## config.mk

```make
export PLATFORM = sky130hd
export DESIGN_NAME = writeback_select
export DESIGN_NICKNAME = d
export VERILOG_FILES = /design/src/rtl/writeback_select_pkg.sv /design/src/rtl/writeback_select_load_extend.sv /design/src/rtl/writeback_select.sv
export SDC_FILE = /design/constraint.sdc
export NUM_CORES = 1
export LEC_CHECK = 0
export CORE_MARGIN = 3
export CORE_UTILIZATION = 42
export DETAILED_ROUTE_END_ITERATION = 8
export PLACE_DENSITY_LB_ADDON = 0.08
export SKIP_CTS_REPAIR_TIMING = 1
export SYNTH_ARGS = -nofsm -noshare
export SYNTH_HDL_FRONTEND = slang
export SYNTH_SLANG_ARGS = --single-unit
```

## constraint.sdc

```tcl
create_clock -name clk -period 3.15 [get_ports clk]
set_clock_uncertainty 0.1 [all_clocks]
set_input_delay 0.4725 -clock clk [delete_from_list [all_inputs] [get_ports clk]]
set_output_delay 0.4725 -clock clk [all_outputs]
set_load 0.05 [all_outputs]
```

## src/rtl/writeback_select_pkg.sv

```systemverilog
// ==[ writeback_select_pkg : shared FSM state, load formats, source indices | rev 1.0 ]==
`default_nettype none

package writeback_select_pkg;

  typedef enum logic [0:0] {
    IDLE     = 1'b0,
    WAIT_MEM = 1'b1
  } wb_state_e;

  localparam logic [2:0] FMT_LB  = 3'b000;
  localparam logic [2:0] FMT_LH  = 3'b001;
  localparam logic [2:0] FMT_LW  = 3'b010;
  localparam logic [2:0] FMT_LBU = 3'b100;
  localparam logic [2:0] FMT_LHU = 3'b101;

  localparam int SRC_ALU = 0;
  localparam int SRC_MEM = 1;
  localparam int SRC_PC4 = 2;
  localparam int SRC_IMM = 3;

endpackage

`default_nettype wire

```

## src/rtl/writeback_select_load_extend.sv

```systemverilog
// ==[ load_extend : combinational byte/halfword select with sign/zero extension | rev 1.0 ]==
`default_nettype none

module load_extend
  import writeback_select_pkg::*;
#(
  parameter int Data_Width = 32
) (
  input  logic [Data_Width-1:0] i_word,
  input  logic [2:0]            i_fmt,
  input  logic [1:0]            i_offset,
  output logic [Data_Width-1:0] o_result
);

  logic [7:0]  w_byte;
  logic [15:0] w_half;

  always_comb begin
    w_byte = i_word[{i_offset, 3'b000} +: 8];
    w_half = i_word[{i_offset[1], 4'b0000} +: 16];
    case (i_fmt)
      FMT_LB:  o_result = {{(Data_Width-8){w_byte[7]}}, w_byte};
      FMT_LH:  o_result = {{(Data_Width-16){w_half[15]}}, w_half};
      FMT_LBU: o_result = {{(Data_Width-8){1'b0}}, w_byte};
      FMT_LHU: o_result = {{(Data_Width-16){1'b0}}, w_half};
      default: o_result = i_word;  // LW and unlisted codes: full word
    endcase
  end

endmodule

`default_nettype wire

```

## src/rtl/writeback_select.sv

```systemverilog
// ==[ writeback_select : result source select and register writeback | rev 1.0 ]==
// ==[ Optional macro WB_TIMEOUT_EN adds a memory-wait timeout with MemErr pulse ]==
`default_nettype none

module writeback_select
  import writeback_select_pkg::*;
#(
  parameter int Data_Width = 32,
  parameter int Num_Src    = 4,
  parameter int Mem_Src    = SRC_MEM,
  parameter int Timeout    = 15
) (
  input  logic                          clk,
  input  logic                          rst_n,
  input  logic                          InValid,
  output logic                          InReady,
  input  logic [$clog2(Num_Src)-1:0]    SrcSel,
  input  logic [Num_Src*Data_Width-1:0] SrcData,
  input  logic [2:0]                    LoadFmt,
  input  logic [1:0]                    ByteOffset,
  input  logic [4:0]                    RdAddr,
  input  logic                          RegWriteIn,
  input  logic                          MemValid,
  output logic [Data_Width-1:0]         WriteData,
  output logic [4:0]                    WriteAddr,
  output logic                          WriteEn,
  output logic                          MemErr
);

  wb_state_e             state_q, state_d;
  logic [Data_Width-1:0] wdata_q, wdata_d;
  logic [4:0]            waddr_q, waddr_d;
  logic                  wen_q, wen_d;
  logic [4:0]            rd_q, rd_d;
  logic                  rw_q, rw_d;
  logic [2:0]            fmt_q, fmt_d;
  logic [1:0]            off_q, off_d;

  logic [Data_Width-1:0] w_sel_word;
  logic [Data_Width-1:0] w_mem_word;
  logic [Data_Width-1:0] w_ext_word;
  logic [2:0]            w_ext_fmt;
  logic [1:0]            w_ext_off;
  logic                  w_is_mem;
  int                    w_eff_sel;

`ifdef WB_TIMEOUT_EN
  localparam int CNT_W = (Timeout > 1) ? $clog2(Timeout + 1) : 1;
  localparam logic [CNT_W-1:0] CNT_LAST = CNT_W'(Timeout - 1);
  logic [CNT_W-1:0] cnt_q, cnt_d;
  logic             err_q, err_d;
`endif

  // Out-of-range selects fall back to slot 0, which also decides memory-ness.
  always_comb begin
    w_eff_sel  = 0;
    w_sel_word = SrcData[Data_Width-1:0];
    for (int i = 0; i < Num_Src; i++) begin
      if (int'(SrcSel) == i) begin
        w_eff_sel  = i;
        w_sel_word = SrcData[i*Data_Width +: Data_Width];
      end
    end
  end

  assign w_is_mem   = (w_eff_sel == Mem_Src);
  assign w_mem_word = SrcData[Mem_Src*Data_Width +: Data_Width];
  assign w_ext_fmt  = (state_q == IDLE) ? LoadFmt    : fmt_q;
  assign w_ext_off  = (state_q == IDLE) ? ByteOffset : off_q;

  load_extend #(
    .Data_Width (Data_Width)
  ) u_load_extend (
    .i_word   (w_mem_word),
    .i_fmt    (w_ext_fmt),
    .i_offset (w_ext_off),
    .o_result (w_ext_word)
  );

  always_comb begin
    state_d = state_q;
    wdata_d = wdata_q;
    waddr_d = waddr_q;
    wen_d   = 1'b0;
    rd_d    = rd_q;
    rw_d    = rw_q;
    fmt_d   = fmt_q;
    off_d   = off_q;
`ifdef WB_TIMEOUT_EN
    cnt_d   = '0;
    err_d   = 1'b0;
`endif
    case (state_q)
      IDLE: begin
        if (InValid) begin
          if (!w_is_mem) begin
            wdata_d = w_sel_word;
            waddr_d = RdAddr;
            wen_d   = RegWriteIn && (RdAddr != 5'd0);
          end else if (MemValid) begin
            wdata_d = w_ext_word;
            waddr_d = RdAddr;
            wen_d   = RegWriteIn && (RdAddr != 5'd0);
          end else begin
            rd_d    = RdAddr;
            rw_d    = RegWriteIn;
            fmt_d   = LoadFmt;
            off_d   = ByteOffset;
            state_d = WAIT_MEM;
          end
        end
      end
      WAIT_MEM: begin
        if (MemValid) begin
          wdata_d = w_ext_word;
          waddr_d = rd_q;
          wen_d   = rw_q && (rd_q != 5'd0);
          state_d = IDLE;
        end
`ifdef WB_TIMEOUT_EN
        else if (cnt_q == CNT_LAST) begin
          err_d   = 1'b1;
          state_d = IDLE;
        end else begin
          cnt_d = cnt_q + 1'b1;
        end
`endif
      end
      default: state_d = IDLE;
    endcase
  end

  always_ff @(posedge clk or negedge rst_n) begin
    if (!rst_n) begin
      state_q <= IDLE;
      wdata_q <= '0;
      waddr_q <= '0;
      wen_q   <= 1'b0;
      rd_q    <= '0;
      rw_q    <= 1'b0;
      fmt_q   <= '0;
      off_q   <= '0;
`ifdef WB_TIMEOUT_EN
      cnt_q   <= '0;
      err_q   <= 1'b0;
`endif
    end else begin
      state_q <= state_d;
      wdata_q <= wdata_d;
      waddr_q <= waddr_d;
      wen_q   <= wen_d;
      rd_q    <= rd_d;
      rw_q    <= rw_d;
      fmt_q   <= fmt_d;
      off_q   <= off_d;
`ifdef WB_TIMEOUT_EN
      cnt_q   <= cnt_d;
      err_q   <= err_d;
`endif
    end
  end

  assign InReady   = (state_q == IDLE);
  assign WriteData = wdata_q;
  assign WriteAddr = waddr_q;
  assign WriteEn   = wen_q;
`ifdef WB_TIMEOUT_EN
  assign MemErr    = err_q;
`else
  assign MemErr    = 1'b0;
`endif

endmodule

`default_nettype wire
```

Yosys cells after proc, flatten, opt, wreduce, memory -nomap -nowiden --
Index checks and enable logic that the tools add are counted.
Storage, ports and cells: bits of input ports 145, flip-flop bits (word level) 50, output and inout bits 40, logic and storage cells 56
Cells by class: bitwise logic cells 2, shift operators 2, equality and inequality tests 10, reduce and logical (&&, ||, !) cells 7, mux-type cells 27
Operators with widths (number):
- 32-bit two-way mux | 8
- 32-bit one-hot mux with 4 select lines | 1
- 32-bit one-hot mux with 2 select lines | 1
- 32-bit by 2-bit == test with 1-bit output, second input constant | 1
- 32-bit by 6-bit variable part select with 16-bit output | 1
- 32-bit by 6-bit variable part select with 8-bit output | 1
- 5-bit two-way mux | 4
- 5-bit one-hot mux with 2 select lines | 1
- 5-bit nonzero test | 2
- 1-bit two-way mux | 8
- 3-bit == test, second input constant | 2
- 2-bit == test, second input constant | 2
- 2-bit inequality test, second input constant | 2
- 1-bit one-hot mux with 2 select lines | 2
- 4-bit AND reduction | 1
- 3-bit by 1-bit == test with 1-bit output, second input constant | 1
- 3-bit zero test | 1
- 3-bit two-way mux | 1
- 3-bit inequality test, second input constant | 1
- 3-bit AND reduction | 1
- 2-bit by 1-bit == test with 1-bit output, second input constant | 1
- 1-bit logical AND | 2
- 2-bit two-way mux | 1
- 1-bit NOT | 2

Longest topological paths before layout --
Gate-level depths: netlist of run 1.
depth in word-level cells 8, depth in mapped cells 8

Hierarchy --
A second synthesis of run 1 with hierarchy kept.
Unflattened totals: cell total of the unflattened synthesis 413, area, all modules 3768.6 um2
By module, submodules not included:
- writeback_select | area each 2974.1 um2, times used 1, cells each 295
- load_extend | area each 794.5 um2, times used 1, cells each 118

Worst setup path after synthesis of run 1 --
OpenSTA, ideal clock, no wires.
path kind register -> register, start register state_q, end register wdata_q[11], in the netlist WriteData[11], setup slack 0.887 ns, cell stages (with the launch flop) 7, arrival time 2.037 ns, period minus slack after synthesis 2.263 ns, cells stage by stage dfrtp_1 > buf_6 > mux2i_4 > mux2i_4 > mux2i_2 > a311o_1 > a221o_1
Between the ends: longest elaborated chain between the ends 7
RTL lines:
- start: declaration | line writeback_select.sv:30 | wb_state_e state_q, state_d;
- start signal: assignment | line writeback_select.sv:148 | state_q <= state_d;
- 2-bit two-way mux or 3-bit two-way mux (tied branches) | line writeback_select.sv:69, writeback_select.sv:68
- 32-bit by 6-bit variable part select with 16-bit output, or another cell as far along | line writeback_select_load_extend.sv:20 | w_half = i_word[{i_offset[1], 4'b0000} +: 16];
- 32-bit one-hot mux with 4 select lines | line writeback_select_load_extend.sv:21 | case (i_fmt)
- 32-bit two-way mux | line writeback_select.sv:100, writeback_select.sv:114
- 32-bit two-way mux | line writeback_select.sv:96 | if (!w_is_mem) begin
- 32-bit two-way mux | line writeback_select.sv:95 | if (InValid) begin
- 32-bit one-hot mux with 2 select lines | line writeback_select.sv:93 | case (state_q)
- end signal: assignment | line writeback_select.sv:149 | wdata_q <= wdata_d;
- end: declaration | line writeback_select.sv:31 | logic [Data_Width-1:0] wdata_q, wdata_d;
Several ways; a longest one is shown, not always the timed one. The select of a mux whose other input is x is not followed. A chain may end at the register's enable or synchronous reset.

Final worst setup path of run 1 --
start input ByteOffset[1], end register wdata_q[11], in the netlist WriteData[11]
Between the ends: longest elaborated chain between the ends 7
RTL lines:
- start: declaration | line writeback_select.sv:20 | input logic [1:0] ByteOffset,
- 2-bit two-way mux (*) | line writeback_select.sv:69 | assign w_ext_off = (state_q == IDLE) ? ByteOffset : off_q;
- 32-bit by 6-bit variable part select with 16-bit output or 32-bit by 6-bit variable part select with 8-bit output (tied branches) | line writeback_select_load_extend.sv:20, writeback_select_load_extend.sv:19
- 32-bit one-hot mux with 4 select lines (*) | line writeback_select_load_extend.sv:21
- 32-bit two-way mux (*) | line writeback_select.sv:100, writeback_select.sv:114
- 32-bit two-way mux | line writeback_select.sv:96
- 32-bit two-way mux | line writeback_select.sv:95
- 32-bit one-hot mux with 2 select lines (*) | line writeback_select.sv:93
Mark *: on every way between the ends. The rest lies on a longest branch, timed or not. The select of a mux whose other input is x is not followed.

==> metrics.txt, run 1 <==
TritonCTS clock tree done; routability-driven placement congestion ratio 0.945; share of layout cells above drive strength 1 11.3%; type of the most critical hold path input pin to asynchronous set/reset pin; syn avg cell area 8.60 sq um; share of the clock period used by the worst path after layout 82.9%; number of primary I/O pins 185; instance count after placement with tap cells included 730; post-synth net total 606; Clock Sinks 50; Setup Viol. Count Final 0; Hold Vio Cnt, Final 0; cell depth of the worst flop-to-flop path 5; number of remaining DRC errors 0; outcome complete, no violations; detailed-router iteration count before antenna repair 5; largest net degree at the start of global routing 35; maximum fanout along the worst path 10; initial antenna violation count 0; Synth Cell Area 3960 sq um; standard-cell rows 34; Critical Path Sink Type register; count of max-cap constraint violations 0; deepest clock path buffer count 2; clk slew on worst S/H paths 0.09 ns; unrepaired setup endpoints after global routing no; critical path type input pin to register; overall routed net length 15.2 mm; count of synthesis-stage warnings from yosys 0; reg-to-reg slack, setup 0.56 ns; most frequent cells in the layout sky130_fd_sc_hd__clkdlybuf4s50_1, sky130_fd_sc_hd__o21ai_0, sky130_fd_sc_hd__dfrtp_1, sky130_fd_sc_hd__nand2_1, sky130_fd_sc_hd__nor2_1; ANT cells 0; overall via count from detail_route 4454; ratio of total power to cell area 407 nW/um^2; tightest slew margin relative to the limit 26.8%; share of synthesized flip-flops with an asynchronous set or reset 100%; arrival time of the worst setup path 2.70 ns; starting density of the core 44.4%; final-stage net count 774; critical path startpoint category input pin; count of filler cells inserted in the layout 779; wire length of the first global-routing pass 23.2 mm; clk_lat worst skew 0.30 ns; area share of the leading cell type in the synthesized netlist 31.6%; width of the die 103 um; number of input and output port buffers inserted 183; leakage power figure 0.00235 uW; setup tns final 0 ns; main area contributors after synthesis sky130_fd_sc_hd__dfrtp_1, sky130_fd_sc_hd__mux2_2, sky130_fd_sc_hd__mux2i_1; Peak supply drop 244 uV; slew at the pin closest to its max-slew limit 1.08 ns; data required time of the worst path 3.24 ns; DIE AREA 10600 sq um; total routing resource utilization after global routing 27.9%; library cell occupying the most area in the post-synthesis netlist sky130_fd_sc_hd__dfrtp_1; iteration-0 DRC count of the detailed router 354; cell at the root of the clock tree sky130_fd_sc_hd__clkbuf_8; CTS H-Tree Depth 2; number of synthesized register bits 50; via count of the first global-routing pass 4418; most frequent standard cell in the layout excluding fill and tap cells sky130_fd_sc_hd__clkdlybuf4s50_1; final routed wire length divided by cell count 20.6 um; Area Growth Syn to Fin 50.4%; worst reg2reg path startpoint state_q; per-cell via count in the routed design 6.04; final standard cell count with taps included and fillers excluded 738; distinct cell type count of the synthesized netlist 44; cts bufs inserted 5; standard cell core area 8930 sq um; die span in y 103 um; fraction of the yosys area taken by sequential cells 31.6%; most used flip-flop cell after synthesis sky130_fd_sc_hd__dfrtp_1; number of antenna-violating nets in the routed design 0; Cells after Synth 461; hpwl dp 11.9 mm; Highest Clock Rate 383 MHz; max-slew violation count 0; min cycle time layout 2.61 ns; endpoint of the worst-slack reg-to-reg timing path WriteData[11]; overflow left after global routing 0; count of flip-flops with a built-in enable after synthesis 0
[stage by stage]
step	power, uW	setup slack, ns	hold WS, ns	instance area, sq um	utilization (%)
after floorplan	1520	0.887	0.0769	3960	-
after global placement	2010	0.319	0.370	5870	65.7
after detailed placement	2030	0.243	0.372	5870	65.7
after CTS	2430	0.551	0.122	5960	66.7
after global routing	2550	0.373	0.150	5960	66.7
final	2420	0.538	0.114	5960	66.7
[synthesized netlist by cell type (all sizes together), types with 2 or more instances]
cell type and n:
inv 17, o22ai 14, mux2 35, buf 14, nand2b 2, a211oi 7, dfrtp 50, a31oi 9
and2 2, a221o 4, nor2 37, a21oi 16, o21ai 61, nand2 49, nor3 5, clkbuf 24
o2111ai 3, o221ai 28, o211ai 3, nor2b 5, o2bb2ai 4, a221oi 22, or4 2, mux2i 37
[flip-flops by register name (all words and copies together) (netlist names)]
register and flops:
state_q 1, WriteEn 1, rd_q 5, off_q 2, WriteAddr 5, rw_q 1
WriteData 32, fmt_q 3
[worst max-delay path by stage]
stage                  start       endpoint  slack [ns]  depth (start not counted)
6_report       ByteOffset[1]  WriteData[11]        0.54                          6
5_1_grt              state_q   WriteAddr[2]        0.37                          6
4_1_cts        ByteOffset[1]  WriteData[11]        0.55                          6
3_5_place_dp   ByteOffset[1]  WriteData[11]        0.24                          6
3_3_place_gp   ByteOffset[1]  WriteData[11]        0.32                          6
2_1_floorplan        state_q  WriteData[11]        0.89                          6
[metal layers]
metal / up-vias / track usage, % / routed length [um]
met1: 2074 / 36.1 / 6220
met4: 0 / 8.67 / 410
met5: - / 0 / 0
met2: 244 / 44.8 / 6960
li1: 2099 / - / -
met3: 37 / 8.53 / 1600
[power breakdown]
| group | switching, uW | internal [uW] | total, uW | leakage (uW) |
|---|---|---|---|---|
| clock network | 221 | 177 | 399 | 0.0000472 |
| logic | 672 | 498 | 1170 | 0.00170 |
| registers | 102 | 754 | 856 | 0.000597 |
| total | 996 | 1430 | 2420 | 0.00235 |
[layout make-up]
class                      instances  area [sq um]  share of cell area [%]
multi-input combinational        356          2480                    41.6
tap                              108           135                    2.27
sequential                        50          1250                    21.0
clock buffer                       6          82.6                    1.39
inverter                          17          63.8                    1.07
timing repair buffer             199          1930                    32.5
clock inverter                     2          12.5                   0.210
[cell families after synthesis]
| family | Yosys count | share of synthesized area [%] |
|---|---|---|
| compound gates | 177 | 30.5 |
| buf+inv | 55 | 5.87 |
| flops | 50 | 31.6 |
| mux | 72 | 20.7 |
| other cells | 1 | 0.0946 |
| simple gates | 106 | 11.2 |
[critical path, stage by stage]
cell	delay, ns
sky130_fd_sc_hd__clkdlybuf4s50_1	0.53
sky130_fd_sc_hd__mux2i_4	0.50
sky130_fd_sc_hd__mux2i_4	0.37
sky130_fd_sc_hd__mux2i_2	0.11
sky130_fd_sc_hd__a311o_1	0.37
sky130_fd_sc_hd__a221o_1	0.33
Note: power is estimated with default switching activity, not from simulation.
==> run 2, diff against run 1 <==
--- a/config.mk
+++ b/config.mk
@@ -6,7 +6,7 @@
 export NUM_CORES = 1
 export LEC_CHECK = 0
 export CORE_MARGIN = 3
-export CORE_UTILIZATION = 42
+export CORE_UTILIZATION = 38
 export DETAILED_ROUTE_END_ITERATION = 8
 export PLACE_DENSITY_LB_ADDON = 0.08
 export SKIP_CTS_REPAIR_TIMING = 1
==> constraint.sdc (replaced) <==
create_clock -name clk -period 2.3 [get_ports clk]
set_clock_uncertainty 0.1 [all_clocks]
set_input_delay 0.345 -clock clk [delete_from_list [all_inputs] [get_ports clk]]
set_output_delay 0.345 -clock clk [all_outputs]
set_load 0.05 [all_outputs]
==> metrics.txt, run 2 (synthesized netlist as in run 1, its figures left out) <==
DIE AREA 11700 sq um; leakage power figure 0.00253 uW; clk_lat worst skew 0.31 ns; iteration-0 DRC count of the detailed router 539; number of flip-flops in the largest register 32; CTS H-Tree Depth 2; dominant cell type by count on the critical path sky130_fd_sc_hd__buf_4; ANT cells 0; setup tns final 0 ns; starting density of the core 39.8%; standard cell core area 9950 sq um; deepest clock path buffer count 2; critical path type register to register; Setup Viol. Count Final 0; data required time of the worst path 2.44 ns; total buffers and inverters traversed by the critical path 2; number of antenna-violating nets in the routed design 0; Highest Clock Rate 455 MHz; overflow left after global routing 0; outcome complete, no violations; ordered cell list for the critical path buf_4, buf_4, mux2_2, a21oi_1, o221ai_1, a31oi_1; number of input and output port buffers inserted 183; Area Growth Syn to Fin 59.0%; type of the most critical hold path input pin to asynchronous set/reset pin; tightest slew margin relative to the limit 55.0%; CP max stage cell sky130_fd_sc_hd__dfrtp_2; width of the die 108 um; routability-driven placement congestion ratio 0.942; total routing resource utilization after global routing 26.5%; per-cell via count in the routed design 5.72; Hold Vio Cnt, Final 0; share of layout cells above drive strength 1 16.3%; most frequent cells in the layout sky130_fd_sc_hd__clkdlybuf4s50_1, sky130_fd_sc_hd__o21ai_0, sky130_fd_sc_hd__buf_4, sky130_fd_sc_hd__dfrtp_1, sky130_fd_sc_hd__nand2_1; largest net degree at the start of global routing 51; Peak supply drop 403 uV; overall routed net length 15.9 mm; overall via count from detail_route 4578; initial antenna violation count 0; hpwl dp 12.5 mm; final standard cell count with taps included and fillers excluded 800; final routed wire length divided by cell count 19.9 um; most frequent standard cell in the layout excluding fill and tap cells sky130_fd_sc_hd__clkdlybuf4s50_1; die span in y 108 um; unrepaired setup endpoints after global routing no; max-slew violation count 0; worst hold margin 0.0143 ns; maximum fanout along the worst path 9; ratio of total power to cell area 541 nW/um^2; TritonCTS clock tree done; cell at the root of the clock tree sky130_fd_sc_hd__clkbuf_8; clk slew on worst S/H paths 0.11 ns; overall power consumption 3410 uW; final-stage net count 811; via count of the first global-routing pass 4446; final core utilization 63.3%; family with the most delay on the worst path compound AO/OA/AOI/OAI gates; min cycle time layout 2.20 ns; share of the clock period used by the worst path after layout 95.7%; slew at the pin closest to its max-slew limit 0.674 ns; reg-to-reg slack, setup 0.1 ns; standard-cell rows 36; critical path startpoint category register; wire length of the first global-routing pass 24.3 mm; critical path launch point state_q; cts bufs inserted 5; number of remaining DRC errors 0; instance count after placement with tap cells included 792; arrival time of the worst setup path 2.34 ns; count of max-cap constraint violations 0; Clock Sinks 50; Critical Path Sink Type register; number of primary I/O pins 185; detailed-router iteration count before antenna repair 5; worst reg2reg path startpoint state_q; delay of the slowest cell on the worst path 0.50 ns
==> run 2: path summary, 6_finish.rpt <==
| path | to | cells past startpoint |
|---|---|---|
| setup / recovery | WriteData[8] | 6 |
| min in group clk | WriteAddr[1] | 2 |
| hold / removal | rd_q[1] | 2 |
| max in group asynchronous | state_q | 2 |
| setup reg to reg | WriteData[8] | 6 |
| hold reg to reg | WriteAddr[1] | 2 |
==> run 2: report_power, final <==
group	total [uW]	switching, uW	internal [uW]
Clock	555	337	218
Sequential	1170	137	1030
Combinational	1690	941	745
==> run 2: final cells by class <==
class / count / area [sq um]
multi-input cells: 356 / 2490
repair buffers: 236 / 2240
clock inverters: 3 / 23.8
fillers: 897 / 3650
inverters: 17 / 63.8
well taps: 133 / 166
flip-flops and latches: 50 / 1250
clock buffers: 5 / 68.8
==> run 2: through the flow <==
| stage | instance area [sq um] | setup slack (ns) |
|---|---|---|
| after floorplan | 3960 | 0.0374 |
| after global placement | 6200 | -0.0967 |
| after detailed placement | 6200 | -0.129 |
| after CTS | 6290 | 0.0685 |
| after global routing | 6300 | 0.00436 |
| final | 6300 | 0.100 |
==> run 2: per-layer routing <==
metal | routed length (um) | global-route usage (%)
met5 | 0 | 0
met3 | 1540 | 4.42
met2 | 7450 | 44.4
met4 | 179 | 4.33
met1 | 6740 | 36.6
==> run 3, diff against run 2 <==
--- a/config.mk
+++ b/config.mk
@@ -5,7 +5,6 @@
 export SDC_FILE = /design/constraint.sdc
 export NUM_CORES = 1
 export LEC_CHECK = 0
-export CORE_MARGIN = 3
 export CORE_UTILIZATION = 38
 export DETAILED_ROUTE_END_ITERATION = 8
 export PLACE_DENSITY_LB_ADDON = 0.08
==> metrics.txt, run 3 (synthesized netlist as in run 1, its figures left out) <==
final standard cell count with taps included and fillers excluded 801; min cycle time layout 2.18 ns; ANT cells 0; number of cells on the critical path 6; CTS H-Tree Depth 2; family with the most delay on the worst path compound AO/OA/AOI/OAI gates; capturing element of the worst setup path WriteData[11]; total buffers and inverters traversed by the critical path 1; number of antenna-violating nets in the routed design 0; standard-cell rows 36; starting density of the core 39.8%; critical path startpoint category register; overall via count from detail_route 4596; DIE AREA 10800 sq um; share of the clock period used by the worst path after layout 94.8%; width of the die 104 um; clk_lat worst skew 0.32 ns; die span in y 104 um; sequential fraction of design power 34.5%; arrival time of the worst setup path 2.29 ns; routability-driven placement congestion ratio 0.922; number of input and output port buffers inserted 183; largest net degree at the start of global routing 29; slew at the pin closest to its max-slew limit 1.02 ns; cell at the root of the clock tree sky130_fd_sc_hd__clkbuf_8; delay of the slowest cell on the worst path 0.48 ns; CP max stage cell sky130_fd_sc_hd__dfrtp_2; final-stage net count 812; cts bufs inserted 5; leakage power figure 0.00254 uW; standard cell core area 9950 sq um; number of cells traversed by the worst hold path 3; count of max-cap constraint violations 0; overflow left after global routing 0; Critical Path Sink Type register; wire length of the first global-routing pass 24.1 mm; iteration-0 DRC count of the detailed router 354; number of remaining DRC errors 0; per-cell via count in the routed design 5.74; Setup Viol. Count Final 0; reg-to-reg slack, setup 0.12 ns; Area Growth Syn to Fin 59.4%; total routing resource utilization after global routing 28.0%; tightest slew margin relative to the limit 30.8%; combinational share of power 49.4%; net switching component of the power 1400 uW; cell depth of the worst flop-to-flop path 6; endpoint of the worst-slack reg-to-reg timing path WriteData[11]; outcome complete, no violations; TritonCTS clock tree done; share of layout cells above drive strength 1 16.3%; hpwl dp 12.3 mm; switching share of total power 41.2%; instance count after placement with tap cells included 792; type of the most critical hold path input pin to register; worst reg2reg path startpoint state_q; ratio of total power to cell area 538 nW/um^2; overall routed net length 15.2 mm; deepest clock path buffer count 2; internal power of the cells 2000 uW; count of filler cells inserted in the layout 872; clk slew on worst S/H paths 0.11 ns; most frequent cells in the layout sky130_fd_sc_hd__clkdlybuf4s50_1, sky130_fd_sc_hd__o21ai_0, sky130_fd_sc_hd__buf_4, sky130_fd_sc_hd__dfrtp_1, sky130_fd_sc_hd__nand2_1; Peak supply drop 380 uV; max-slew violation count 0; critical path launch point state_q; clock group share of total power 16.1%; Hold Vio Cnt, Final 0; number of flip-flops in the largest register 32; worst hold margin 0.378 ns; unrepaired setup endpoints after global routing no; ordered cell list for the critical path mux2i_4, buf_4, mux2i_1, nor2_1, a311o_1, a221o_1; most frequent standard cell in the layout excluding fill and tap cells sky130_fd_sc_hd__clkdlybuf4s50_1; initial antenna violation count 0; critical path type register to register; number of primary I/O pins 185; data required time of the worst path 2.41 ns; maximum fanout along the worst path 7; via count of the first global-routing pass 4508; final routed wire length divided by cell count 19.0 um; Highest Clock Rate 459 MHz; Clock Sinks 50; detailed-router iteration count before antenna repair 7
[run 3: area by class of cell]
class / count / area, sq um / area share [%]
Clock inverter: 3 / 23.8 / 0.376
Inverter: 17 / 63.8 / 1.01
Tap cell: 133 / 166 / 2.63
Sequential cell: 50 / 1250 / 19.8
Multi-Input combinational cell: 356 / 2480 / 39.3
Clock buffer: 5 / 68.8 / 1.09
Timing Repair Buffer: 237 / 2260 / 35.8
[run 3: worst min-delay path: stages]
cell	delay (ns)
sky130_fd_sc_hd__buf_2	0.18
sky130_fd_sc_hd__o2111ai_1	0.13
sky130_fd_sc_hd__o21ai_0	0.09
[run 3: how the worst min path moves through the flow]
stage	from	slack, ns	endpoint
2_1_floorplan	rst_n	-0.05	WriteAddr[0]
5_1_grt	InValid	0.40	WriteEn
3_3_place_gp	rst_n	0.30	WriteData[17]
3_5_place_dp	rst_n	0.31	WriteData[17]
6_report	InValid	0.38	WriteEn
4_1_cts	rst_n	-0.04	WriteData[22]
[run 3: power groups by stage]
| stage | sequential, uW | clock [uW] | combinational, uW |
|---|---|---|---|
| finish | 1170 | 548 | 1680 |
| global route | 1190 | 587 | 1790 |
| CTS | 1170 | 564 | 1680 |
| detailed placement | 1190 | 0 | 1670 |
| global placement | 1180 | 0 | 1650 |
| floorplan | 1550 | 0 | 542 |
[run 3: per-stage QoR]
stage / total power (uW) / instance area [sq um] / setup TNS, ns / util [%] / setup WS [ns]
floorplan: 2090 / 3960 / 0 / - / 0.0374
CTS: 3410 / 6300 / 0 / 63.3 / 0.118
global route: 3570 / 6320 / 0 / 63.5 / 0.0190
finish: 3400 / 6320 / 0 / 63.5 / 0.119
global placement: 2830 / 6210 / -0.0880 / 62.4 / -0.0868
detailed placement: 2860 / 6210 / -0.650 / 62.4 / -0.171
[run 3: layer usage]
| metal | track usage [%] | share of wire [%] |
|---|---|---|
| met1 | 37.6 | 45 |
| met5 | 0 | 0 |
| met4 | 7.55 | 1.6 |
| met3 | 5.14 | 7.1 |
| met2 | 46.0 | 46 |
